## src/rtl/mult_fu_if.sv

```systemverilog
// Issue/result bundle between the reservation station, the multiply unit and the CDB arbiter.
interface mult_fu_if #(
  parameter int unsigned ROB_W = 5,
  parameter int unsigned PRN_W = 6
);
  logic                     issue_valid;
  logic [1:0]               issue_func;
  logic [31:0]              issue_rs1;
  logic [31:0]              issue_rs2;
  logic [ROB_W-1:0]         issue_robn;
  logic [PRN_W-1:0]         issue_dest_prn;
  logic                     issue_ready;
  logic                     squash;
  logic                     mult_avail;
  logic                     mult_prepared;
  logic [ROB_W+PRN_W+31:0]  mult_packet;

  modport master (
    output issue_valid, issue_func, issue_rs1, issue_rs2, issue_robn, issue_dest_prn,
    output squash, mult_avail,
    input  issue_ready, mult_prepared, mult_packet
  );

  modport slave (
    input  issue_valid, issue_func, issue_rs1, issue_rs2, issue_robn, issue_dest_prn,
    input  squash, mult_avail,
    output issue_ready, mult_prepared, mult_packet
  );
endinterface

```

## src/rtl/mult_fu_pipe.sv

```systemverilog
// Pipelined RV32M multiplier: each stage retires 64/STAGES multiplier bits into a 64-bit partial sum.
module mult_fu_pipe #(
  parameter int unsigned STAGES = 4,
  parameter int unsigned ROB_W  = 5,
  parameter int unsigned PRN_W  = 6
) (
  input  logic   clock,
  input  logic   reset,
  mult_fu_if.slave fu
);
  localparam int unsigned B    = 64 / STAGES;
  localparam int unsigned LAST = STAGES - 1;

  logic             valid  [STAGES];
  logic [1:0]       func   [STAGES];
  logic [ROB_W-1:0] robn   [STAGES];
  logic [PRN_W-1:0] prn    [STAGES];
  logic [63:0]      mcand  [STAGES];
  logic [63:0]      mplier [STAGES];
  logic [63:0]      sum    [STAGES];

  // Stage inputs: index 0 is the operand-prepped issue, index k is stage k-1.
  logic             in_valid  [STAGES];
  logic [1:0]       in_func   [STAGES];
  logic [ROB_W-1:0] in_robn   [STAGES];
  logic [PRN_W-1:0] in_prn    [STAGES];
  logic [63:0]      in_mcand  [STAGES];
  logic [63:0]      in_mplier [STAGES];
  logic [63:0]      in_sum    [STAGES];

  logic        advance;
  logic        rs1_signed;
  logic        rs2_signed;
  logic [31:0] result;

  assign rs1_signed = (fu.issue_func == 2'd1) || (fu.issue_func == 2'd2);
  assign rs2_signed = (fu.issue_func == 2'd1);
  assign advance    = fu.mult_avail | ~valid[LAST];

  always_comb begin
    in_valid[0]  = fu.issue_valid;
    in_func[0]   = fu.issue_func;
    in_robn[0]   = fu.issue_robn;
    in_prn[0]    = fu.issue_dest_prn;
    in_mcand[0]  = {{32{rs1_signed & fu.issue_rs1[31]}}, fu.issue_rs1};
    in_mplier[0] = {{32{rs2_signed & fu.issue_rs2[31]}}, fu.issue_rs2};
    in_sum[0]    = '0;
    for (int unsigned k = 1; k < STAGES; k++) begin
      in_valid[k]  = valid[k-1];
      in_func[k]   = func[k-1];
      in_robn[k]   = robn[k-1];
      in_prn[k]    = prn[k-1];
      in_mcand[k]  = mcand[k-1];
      in_mplier[k] = mplier[k-1];
      in_sum[k]    = sum[k-1];
    end
  end

  always_ff @(posedge clock) begin
    if (!reset) begin
      for (int unsigned k = 0; k < STAGES; k++) begin
        valid[k]  <= 1'b0;
        func[k]   <= '0;
        robn[k]   <= '0;
        prn[k]    <= '0;
        mcand[k]  <= '0;
        mplier[k] <= '0;
        sum[k]    <= '0;
      end
    end else if (fu.squash) begin
      for (int unsigned k = 0; k < STAGES; k++) valid[k] <= 1'b0;
    end else if (advance) begin
      for (int unsigned k = 0; k < STAGES; k++) begin
        valid[k]  <= in_valid[k];
        func[k]   <= in_func[k];
        robn[k]   <= in_robn[k];
        prn[k]    <= in_prn[k];
        mcand[k]  <= in_mcand[k] << B;
        mplier[k] <= in_mplier[k] >> B;
        sum[k]    <= in_sum[k] + in_mcand[k] * 64'(in_mplier[k][B-1:0]);
      end
    end
  end

  assign result           = (func[LAST] == 2'd0) ? sum[LAST][31:0] : sum[LAST][63:32];
  assign fu.issue_ready   = advance;
  assign fu.mult_prepared = valid[LAST];
  assign fu.mult_packet   = valid[LAST] ? {robn[LAST], prn[LAST], result} : '0;
endmodule

```

## src/flat_wrapper.sv

```systemverilog
// flat-port wrapper written by rule: the top's interface ports become plain ports
module mult_fu_pipe_flat 
#(
  parameter int unsigned STAGES = 4,
  parameter int unsigned ROB_W  = 5,
  parameter int unsigned PRN_W  = 6
)
  (clock, reset, fu_issue_valid, fu_issue_func, fu_issue_rs1, fu_issue_rs2, fu_issue_robn, fu_issue_dest_prn, fu_squash, fu_mult_avail, fu_issue_ready, fu_mult_prepared, fu_mult_packet);
  mult_fu_if #(.ROB_W(ROB_W), .PRN_W(PRN_W)) fu_i ();
  input  logic clock;
  input  logic reset;
  input wire logic [$bits(fu_i.issue_valid)-1:0] fu_issue_valid;
  input wire logic [$bits(fu_i.issue_func)-1:0] fu_issue_func;
  input wire logic [$bits(fu_i.issue_rs1)-1:0] fu_issue_rs1;
  input wire logic [$bits(fu_i.issue_rs2)-1:0] fu_issue_rs2;
  input wire logic [$bits(fu_i.issue_robn)-1:0] fu_issue_robn;
  input wire logic [$bits(fu_i.issue_dest_prn)-1:0] fu_issue_dest_prn;
  input wire logic [$bits(fu_i.squash)-1:0] fu_squash;
  input wire logic [$bits(fu_i.mult_avail)-1:0] fu_mult_avail;
  output wire logic [$bits(fu_i.issue_ready)-1:0] fu_issue_ready;
  output wire logic [$bits(fu_i.mult_prepared)-1:0] fu_mult_prepared;
  output wire logic [$bits(fu_i.mult_packet)-1:0] fu_mult_packet;
  assign fu_i.issue_valid = fu_issue_valid;
  assign fu_i.issue_func = fu_issue_func;
  assign fu_i.issue_rs1 = fu_issue_rs1;
  assign fu_i.issue_rs2 = fu_issue_rs2;
  assign fu_i.issue_robn = fu_issue_robn;
  assign fu_i.issue_dest_prn = fu_issue_dest_prn;
  assign fu_i.squash = fu_squash;
  assign fu_i.mult_avail = fu_mult_avail;
  assign fu_issue_ready = fu_i.issue_ready;
  assign fu_mult_prepared = fu_i.mult_prepared;
  assign fu_mult_packet = fu_i.mult_packet;
  mult_fu_pipe #(.STAGES(STAGES), .ROB_W(ROB_W), .PRN_W(PRN_W)) u_core (.clock(clock), .reset(reset), .fu(fu_i));
endmodule
```

## config.mk

```make
export PLATFORM = sky130hd
export DESIGN_NAME = mult_fu_pipe_flat
export DESIGN_NICKNAME = d
export VERILOG_FILES = /design/src/rtl/mult_fu_if.sv /design/src/rtl/mult_fu_pipe.sv /design/src/flat_wrapper.sv
export SDC_FILE = /design/constraint.sdc
export NUM_CORES = 2
export LEC_CHECK = 0
export ABC_CLOCK_PERIOD_IN_PS = 110600
export CORE_MARGIN = 2
export CORE_UTILIZATION = 55
export DETAILED_ROUTE_END_ITERATION = 7
export HOLD_SLACK_MARGIN = 0.1
export PLACE_DENSITY = 0.72
export SYNTH_ARGS = -nofsm -noshare
export SYNTH_HDL_FRONTEND = slang
export SYNTH_SLANG_ARGS = --single-unit
```

## constraint.sdc

```tcl
create_clock -name clock -period 110.6 [get_ports clock]
set_input_delay 22.12 -clock clock [delete_from_list [all_inputs] [get_ports clock]]
set_output_delay 22.12 -clock clock [all_outputs]
set_load 0.01 [all_outputs]
```

==> results.sh <==
export IMPL_initial_core_util_pct=55.39
export IMPL_synth_xor_area_share_pct=2.033
export IMPL_final_area_mm2=0.06734
export IMPL_post_place_ws_ns=64.90
export IMPL_grt_pass1_vias=45520
export IMPL_power_frac_comb_pct=82.0
export IMPL_dp_hpwl_um=115300
export IMPL_r2r_end="u_core.sum[1][57]"
export IMPL_grt_max_degree=162
export IMPL_die_w_um=343.3
export IMPL_p_per_area_mw_per_mm2=30.51
export IMPL_synth_top_family_by_area="adder cells"
export IMPL_peakVddDrop_v=0.00004367
export IMPL_hold_viol=0
export IMPL_antenna_found_initial=2
export IMPL_critPathKind="input pin to primary output"
export IMPL_clock_latency_ns=0.62
export IMPL_ys_types=74
export IMPL_num_antenna_cells=0
export IMPL_cp_start_kind="input pin"
export IMPL_drt_pass1_iterations=6
export IMPL_synth_fa_ha_area_share_pct=48.68
export IMPL_cts_resized=0
export IMPL_met2_usage_pct=43.14
export IMPL_ys_seq_area_share_pct=18.86
export IMPL_synth_compound_area_share_pct=4.536
export IMPL_drcViolationCount=0
export IMPL_yosys_area_share_simple_pct=14.46
export IMPL_wl_um=143400
export IMPL_p_leak_uw=0.03281
export IMPL_critPathBufInv=4
export IMPL_cts_setup_buffers=0
export IMPL_max_stage_delay_ns=0.50
export IMPL_syn_nets=8141
export IMPL_cp_top_family="buffers and inverters"
export IMPL_cp_common_cell="clkdlybuf4s50_1"
export IMPL_num_vias=41260
export IMPL_tightest_slew_ns=1.126
export IMPL_worst_slew_margin_rel_pct=23.01
export IMPL_holdCritStartpoint="u_core.valid[2]"
export IMPL_use_met3_pct=2.940
export IMPL_grt_busiest_layer="met2"
export IMPL_status="completed"
export IMPL_htree_levels=2
export IMPL_synth_edf_count=397
export IMPL_yosys_warnings=0
export IMPL_numCtsBuffers=43
export IMPL_ant_nets=0
export IMPL_port_buffers=126
export IMPL_setup_ws_ns=64.87
export IMPL_critPathRequiredTime_ns=88.48
export IMPL_path_clk_slew_ns=0.06
export IMPL_setup_viol_count_final=0
export IMPL_nets=8112
export IMPL_syn_cell_area_mm2=0.06333
export IMPL_fillers=9593
export IMPL_synth_seq_cells=398
export IMPL_async_flop_share_pct=0
export IMPL_synth_flop_cell="edfxtp_1"
export IMPL_hold_end="u_core.valid[2]"
export IMPL_gp_congestion=0.9222
export IMPL_routed_via_density=5.212
export IMPL_area_delta_synth_final_pct=6.326
export IMPL_pwr_share_clk_pct=6.9
export IMPL_root_buffer="clkbuf_16"
export IMPL_clk_path_buf_depth=3
export IMPL_p_switching_uw=1079
export IMPL_worstPathMaxFanout=9
export IMPL_cp_end_kind="primary output"
export IMPL_final_cells=7916
export IMPL_syn_area_per_cell_um2=9.893
export IMPL_clock_sinks=398
export IMPL_r2r_start="u_core.mcand[0][11]"
export IMPL_rsz0062_at_grt="no"
export IMPL_final_min_clock_period_ns=45.73
export IMPL_synthMuxAreaShare_pct=0.1264
export IMPL_finalSetupTns_ns=0
export IMPL_io_pins=127
export IMPL_grt_ovfl_total=0
export IMPL_placedCellCount=7840
export IMPL_cts_tree="yes"
export IMPL_max_freq_ghz=0.02187
export IMPL_grt_pass1_wl_um=237700
export IMPL_use_met1_pct=35.49
export IMPL_intPower_uw=975.4
export IMPL_die_y_um=343.3
export IMPL_die_area_mm2=0.1179
export IMPL_syn_inst=6402
export IMPL_core_area_mm2=0.1143
export IMPL_rows=124
export IMPL_worstPathCellList="clkdlybuf4s50_1 -> nor2b_1 -> buf_4 -> inv_1 -> clkdlybuf4s50_1"
export IMPL_wl_per_cell_um=18.12
export IMPL_hp_class="flip-flop to flip-flop"
export IMPL_r2r_setup_slack_ns=103.16
export IMPL_drive_gt1_share_pct=2.249
export IMPL_arrival_ns=23.61
export IMPL_grt_use_total_pct=25.50
export IMPL_finalMaxSlewViolations=0
export IMPL_swShare_pct=52.52
export IMPL_skew_ns=0.03386
export IMPL_drt_iter0_drc=2734
export IMPL_cap_violations=0
export IMPL_fin_crit_sh_pct=41.35
export IMPL_place_area_mm2=0.06596
export IMPL_cts_hold_buffers_added=0
export IMPL_reg2reg_depth=19
export IMPL_hold_depth=2
export IMPL_seq_power_share_pct=11.0
export IMPL_slowest_stage="clkdlybuf4s50_1"
-- cells in the final DEF, fill, tap and decap left out, types with 38 or more instances in the layout --
cell type / netlist / routed
a21boi_0: 38 / 38
a21o_1: 65 / 65
nor3_1: 45 / 45
clkbuf_16: 0 / 43
edfxtp_1: 397 / 397
clkdlybuf4s50_1: 0 / 126
fa_1: 1345 / 1345
inv_1: 1651 / 1651
a21oi_1: 117 / 117
ha_1: 312 / 312
xnor2_1: 104 / 104
xor2_1: 43 / 43
o21ai_0: 72 / 71
nor2_1: 140 / 138
and2_1: 696 / 696
nand2_1: 834 / 834
buf_4: 1 / 52
-- routing by layer --
layer	up-vias	wire length, µm
met3	210	8312
met4	0	3476
met5	-	0
li1	18790	-
met1	20990	62210
met2	1269	69400
-- cells in the mapped netlist (all sizes together) (3+ instances only) --
master	count	area (µm²)
or3	15	93.84
a21oi	117	585.6
a21boi	38	285.3
xor2	43	376.6
fa	1345	26930
or4	4	30.03
o21a	23	172.7
nor2b	19	118.9
xnor2	104	910.9
nor4b	3	26.28
mux2i	8	80.08
a2111oi	3	46.30
and3	16	101.4
clkbuf	239	897.1
a211oi	14	125.1
or2	5	31.28
nand4	22	137.6
buf	14	70.07
a21o	66	496.7
o21bai	12	90.09
ha	312	3904
and4	3	26.28
a211o	5	43.79
o31a	5	45.04
nand3	20	100.1
nand2b	23	143.9
nor3b	8	60.06
nor3	46	235.2
o21ai	81	409.2
o31ai	13	102.6
o41ai	4	61.32
nand2	834	3131
a31oi	17	106.4
inv	1651	6197
o211ai	6	45.04
and2	696	4354
edfxtp	397	11920
nor2	140	525.5
a41o	4	40.04
-- sequential cells by signal, summed over array words and instances, names as in the netlist --
name and cells:
u_core.robn 20, u_core.mcand 81, u_core.mplier 19, u_core.prn 24
u_core.sum 242, u_core.func 8, u_core.valid 4
-- how the worst max path moves through the flow --
stage / startpoint / depth (start not counted) / end
after floorplan: fu_mult_avail / 4 / u_core.valid[0]
after global placement: fu_mult_avail / 5 / fu_issue_ready
after detailed placement: fu_mult_avail / 5 / fu_issue_ready
after CTS: fu_mult_avail / 5 / fu_issue_ready
after global routing: fu_mult_avail / 5 / fu_issue_ready
final: fu_mult_avail / 5 / fu_issue_ready
-- logic make-up (layout without fill, tap and decap cells) --
kind of cell / after synthesis / after routing
adder cells (fa/ha/maj): 1657 / 1657
buffers and inverters: 1904 / 1906
XOR/XNOR: 147 / 147
AND/OR/NAND/NOR: 1859 / 1859
AO/OA/AOI/OAI: 429 / 429
multiplexers: 8 / 8
flip-flops: 398 / 398
-- cell type report --
class,count,area [µm²],area share [%]
clock buffer,50,1102,1.637
timing repair buffer,179,1672,2.482
sequential,398,11940,17.73
inverter,1651,6197,9.203
clock inverter,26,279.0,0.4144
tap,1512,1892,2.809
multi-input combinational,4100,44250,65.72
-- power by group through the flow --
stage	clock (µW)	combinational, µW	sequential [µW]
after floorplan	0	1280	230
after global placement	0	1640	229
after detailed placement	0	1670	229
after CTS	146	1680	226
after global routing	151	1900	229
final	142	1690	227
-- through the flow --
stage          util (%)  hold WS [ns]  power (µW)
2_1_floorplan         -        0.4273        1515
4_1_cts           58.89        0.4601        2049
3_3_place_gp      57.68        0.4462        1866
5_1_grt           58.89        0.4831        2280
6_report          58.89        0.4573        2054
3_5_place_dp      57.68        0.4494        1895
-- worst register-to-register path, delay by kind of cell, from the launching register on --
kind                     cells  cell delay (ns)
AO/OA/AOI/OAI                5             2.02
adder cells (fa/ha/maj)      7             3.46
AND/OR/NAND/NOR              4             0.77
buffers and inverters        3             0.16
flip-flops                   1             0.83
Power figures use the tool's default switching activity.
